<file path="src/rtl/uart_tx_pkg.sv">
// Shared types and line-level constants for the UART transmitter.
package uart_tx_pkg;

  typedef enum logic [2:0] {
    ST_IDLE,
    ST_START,
    ST_DATA,
    ST_PARITY,
    ST_STOP
  } state_e;

  localparam logic PAR_EVEN    = 1'b1;
  localparam logic PAR_ODD     = 1'b0;
  localparam logic IDLE_LEVEL  = 1'b1;
  localparam logic START_LEVEL = 1'b0;
  localparam logic STOP_LEVEL  = 1'b1;

endpackage

</file>
<file path="src/rtl/uart_tx_parity_calc.sv">
// Combinational parity bit for a data word; even type makes the total ones count even.
module uart_tx_parity_calc
  import uart_tx_pkg::*;
#(
  parameter int DATAWIDTH = 8
) (
  input  logic [DATAWIDTH-1:0] data,
  input  logic                 par_typ,
  output logic                 par_bit
);

  assign par_bit = (par_typ == PAR_EVEN) ? (^data) : ~(^data);

endmodule

</file>
<file path="src/rtl/uart_tx_core.sv">
// UART transmitter, one bit per CLK, LSB first, optional parity.
// Define UART_TX_TWO_STOP_EN to send two stop bits instead of one.
module uart_tx_core
  import uart_tx_pkg::*;
#(
  parameter int DATAWIDTH = 8
) (
  input  logic                 CLK,
  input  logic                 RST,
  input  logic [DATAWIDTH-1:0] P_DATA,
  input  logic                 DATA_VALID,
  input  logic                 PAR_EN,
  input  logic                 PAR_TYP,
  output logic                 TX_OUT,
  output logic                 BUSY
);

  localparam int CNT_W = (DATAWIDTH > 1) ? $clog2(DATAWIDTH) : 1;
  localparam logic [CNT_W-1:0] CNT_LAST = CNT_W'(DATAWIDTH - 1);

  state_e               state_q, state_d;
  logic [DATAWIDTH-1:0] shreg_q, shreg_d;
  logic [CNT_W-1:0]     cnt_q, cnt_d;
  logic                 par_en_q, par_en_d;
  logic                 par_bit_q, par_bit_d;
  logic                 tx_q, tx_d;
  logic                 par_calc;
`ifdef UART_TX_TWO_STOP_EN
  logic                 stop_cnt_q, stop_cnt_d;
`endif

  // Parity is taken from the incoming word at acceptance, since the shift register consumes it.
  uart_tx_parity_calc #(.DATAWIDTH(DATAWIDTH)) u_par (
    .data    (P_DATA),
    .par_typ (PAR_TYP),
    .par_bit (par_calc)
  );

  always_ff @(posedge CLK) begin
    if (RST) state_q <= ST_IDLE;
    else     state_q <= state_d;
  end

  always_comb begin
    state_d = state_q;
    case (state_q)
      ST_IDLE:   if (DATA_VALID) state_d = ST_START;
      ST_START:  state_d = ST_DATA;
      ST_DATA:   if (cnt_q == CNT_LAST) state_d = par_en_q ? ST_PARITY : ST_STOP;
      ST_PARITY: state_d = ST_STOP;
`ifdef UART_TX_TWO_STOP_EN
      ST_STOP:   state_d = stop_cnt_q ? ST_IDLE : ST_STOP;
`else
      ST_STOP:   state_d = ST_IDLE;
`endif
      default:   state_d = ST_IDLE;
    endcase
  end

  always_comb begin
    tx_d      = IDLE_LEVEL;
    shreg_d   = shreg_q;
    cnt_d     = cnt_q;
    par_en_d  = par_en_q;
    par_bit_d = par_bit_q;
    case (state_q)
      ST_IDLE: begin
        if (DATA_VALID) begin
          shreg_d   = P_DATA;
          par_en_d  = PAR_EN;
          par_bit_d = par_calc;
          cnt_d     = '0;
        end
      end
      ST_START:  tx_d = START_LEVEL;
      ST_DATA: begin
        tx_d    = shreg_q[0];
        shreg_d = shreg_q >> 1;
        cnt_d   = cnt_q + CNT_W'(1);
      end
      ST_PARITY: tx_d = par_bit_q;
      ST_STOP:   tx_d = STOP_LEVEL;
      default:   tx_d = IDLE_LEVEL;
    endcase
  end

`ifdef UART_TX_TWO_STOP_EN
  assign stop_cnt_d = (state_q == ST_STOP) ? ~stop_cnt_q : 1'b0;
`endif

  always_ff @(posedge CLK) begin
    if (RST) begin
      tx_q      <= IDLE_LEVEL;
      shreg_q   <= '0;
      cnt_q     <= '0;
      par_en_q  <= 1'b0;
      par_bit_q <= 1'b0;
`ifdef UART_TX_TWO_STOP_EN
      stop_cnt_q <= 1'b0;
`endif
    end else begin
      tx_q      <= tx_d;
      shreg_q   <= shreg_d;
      cnt_q     <= cnt_d;
      par_en_q  <= par_en_d;
      par_bit_q <= par_bit_d;
`ifdef UART_TX_TWO_STOP_EN
      stop_cnt_q <= stop_cnt_d;
`endif
    end
  end

  assign TX_OUT = tx_q;
  assign BUSY   = (state_q != ST_IDLE);

endmodule

</file>
<file path="config.mk">
export PLATFORM = sky130hd
export DESIGN_NAME = uart_tx_core
export DESIGN_NICKNAME = d
export VERILOG_FILES = /design/src/rtl/uart_tx_pkg.sv /design/src/rtl/uart_tx_parity_calc.sv /design/src/rtl/uart_tx_core.sv
export SDC_FILE = /design/constraint.sdc
export NUM_CORES = 1
export LEC_CHECK = 0
export CAP_MARGIN = 40
export CORE_MARGIN = 3
export CORE_UTILIZATION = 43
export DETAILED_ROUTE_END_ITERATION = 6
export GPL_ROUTABILITY_DRIVEN = 0
export GPL_TIMING_DRIVEN = 1
export PLACE_DENSITY = 0.67
export SETUP_SLACK_MARGIN = 0.05
export SLEW_MARGIN = 20
export SYNTH_ARGS = -nofsm -noshare
export SYNTH_HDL_FRONTEND = slang
export SYNTH_HIERARCHICAL = 1
export SYNTH_SLANG_ARGS = --single-unit
</file>
<file path="constraint.sdc">
create_clock -name CLK -period 2.7 [get_ports CLK]
set_input_delay 0.405 -clock CLK [delete_from_list [all_inputs] [get_ports CLK]]
set_output_delay 0.405 -clock CLK [all_outputs]
set_load 0.02 [all_outputs]
</file>
==> metrics.txt <==
Post-Layout Cell Count 128; Final ANT Viol Nets 0; Final Hold Fails 0; post-CTS setup buffer count 0; Yosys reg bits 17; Tmin final 2.01 ns; # fillers 184; vias per cell 5.32; commonest non-fill, non-tap cells in the layout dfxtp_1, clkdlybuf4s50_1, a21oi_1; wl on met1 870 µm; uppermost layer routed met4; MaxCap Viol Count 0; die area 0.00265 mm²; Crit Path Class flip-flop to output pin; worst clock skew 0.00606 ns; fin crit share 74.5%; critical path arrival 1.61 ns; YS warnings 6; Port Buf Inserts 14; DR pass1 iterations 4; Slew @ Worst Pin 0.592 ns; initial antenna violation count 0; Lkg Pwr 0.385 nW; worst-path fanout max 8; peak supply drop 0.267 mV; cell at the root of the clock tree clkbuf_4; synthesized area 890 µm²; outcome finished clean; hold buffer count at CTS 0; number of global-route vias before repair 632; chip height 51.5 µm; largest net degree at the start of global routing 21; Post-DP HPWL 1280 µm; Worst Setup Start Kind flip-flop; Avg Cell Area, Syn 10.0 µm²; power per cell area 537 mW/mm²; number of CTS-inserted buffers 3; Met2 Wirelength 809 µm; CP Data Required Time 2.30 ns; ant diodes 0; P_sw 163 µW; drt wl/cell 13.7 µm; Clock Sinks 17; fin worst setup slack 0.688 ns; H-tree depth 1; first-pass GRT wire length 2910 µm; clk_lat worst skew 0.30 ns; Total GRT Usage 14.9%; Net Count, Synth 104; combinational power share 24.1%; Final setup viols 0; Tot Pwr 561 µW; layout cells sized above 1 9.71%; number of remaining DRC errors 0; Clock Tree Buf Depth 2; Unique masters post-synth 31; Mapped Cells 89; max-slew violations 0; most common cell after layout, fill and taps aside dfxtp_1; max frequency 497 MHz; RSZ-0062 raised after global routing no; Die X 51.5 µm; Sequential Power Share 50.8%; sequential area share after synthesis 38.3%; CTS tree built; placed cells 124; Internal 398 µW; Setup WS pre-CTS 0.720 ns; Rel. slew slack 60.4%; clock-pin slew on the worst setup and hold paths 0.11 ns; core area 0.00184 mm²; DRT iter0 DRCs 8; met3 wire length 46 µm; Hold WC Path Type flip-flop to flip-flop; GRT overflow 0; Post-Route WL 1760 µm; crit end category output pin; total number of vias 681; row count 15; Area growth syn-to-layout 17.4%; setup TNS 0 ns; Starting Density 48.4%; switching part of the total power 29.1%; post-CTS resize count 0; part of the power in the clock network 25.1%; nets 119; I/O pins 15
## power groups by stage
stage / registers, mW / logic [mW] / clock network, mW
floorplan: 0.287 / 0.101 / 0
global placement: 0.290 / 0.132 / 0
detailed placement: 0.290 / 0.136 / 0
CTS: 0.285 / 0.136 / 0.144
global route: 0.288 / 0.146 / 0.153
finish: 0.285 / 0.135 / 0.141
## sequential cells by signal, summed over array words and instances, names as in the netlist
signal	cells
TX_OUT	1
cnt_q	3
par_bit_q	1
par_en_q	1
shreg_q	8
state_q	3
## synthesized netlist by cell type, drive strengths merged
master | n | area share, %
a21oi | 12 | 6.8
xor2 | 2 | 2.0
mux2i | 9 | 10
xnor3 | 1 | 2.5
o21ai | 5 | 2.8
clkbuf | 1 | 0.42
nor3b | 1 | 0.84
nor2 | 6 | 3.9
or2 | 2 | 1.4
nand2b | 2 | 1.4
ha | 2 | 2.8
nor4b | 1 | 2.7
a31oi | 1 | 0.70
dfxtp | 17 | 38
inv | 1 | 0.42
or3 | 1 | 0.70
a21boi | 2 | 1.7
and2b | 1 | 0.84
a211oi | 7 | 6.5
nand2 | 2 | 0.84
nand3 | 3 | 1.7
nor3 | 1 | 0.56
buf | 4 | 5.3
nand3b | 1 | 0.84
xnor2 | 4 | 3.9
## worst max-delay path: stages (launching register included)
cell and delay, ns:
dfxtp_1 0.41, or3_1 0.36, clkdlybuf4s50_1 0.54
## metal layers
metal | track usage, % | vias to the layer above
li1 | - | 353
met1 | 18.9 | 314
met2 | 24.4 | 9
met3 | 2.62 | 5
met4 | 6.55 | 0
met5 | 0 | -
## final timing paths
kind | startpoint | to | slack [ns] | cells past startpoint
max | state_q[0] | BUSY | 0.69 | 2
min | shreg_q[7] | shreg_q[7] | 0.48 | 2
max reg2reg | state_q[1] | shreg_q[5] | 1.19 | 4
min reg2reg | shreg_q[7] | shreg_q[7] | 0.48 | 2
## stage by stage
step / hold WS [ns] / util [%] / instance area, µm²
2_1_floorplan: 0.449 / - / 890
3_3_place_gp: 0.468 / 55.3 / 1020
3_5_place_dp: 0.476 / 55.3 / 1020
4_1_cts: 0.492 / 56.8 / 1040
5_1_grt: 0.517 / 56.8 / 1040
6_report: 0.484 / 56.8 / 1040
## kinds of logic after synthesis
kind of cell	synth area share, %
xor gates and xnor gates	8.44
AOI/OAI and AO/OA	18.4
muxes	10.1
buffers and inverters	6.19
adders and majority gates	2.81
DFF	38.3
and+or+nand+nor	15.8
## layout make-up
type	instances	area, µm²	area share, %
clock inverters	1	5.00	0.479
well taps	25	31.3	2.99
clock buffers	3	22.5	2.16
repair buffers	15	148	14.1
multi-input cells	66	494	47.3
inverters	1	3.75	0.359
flip-flops and latches	17	340	32.6
Note: power is estimated with default switching activity, not from simulation.
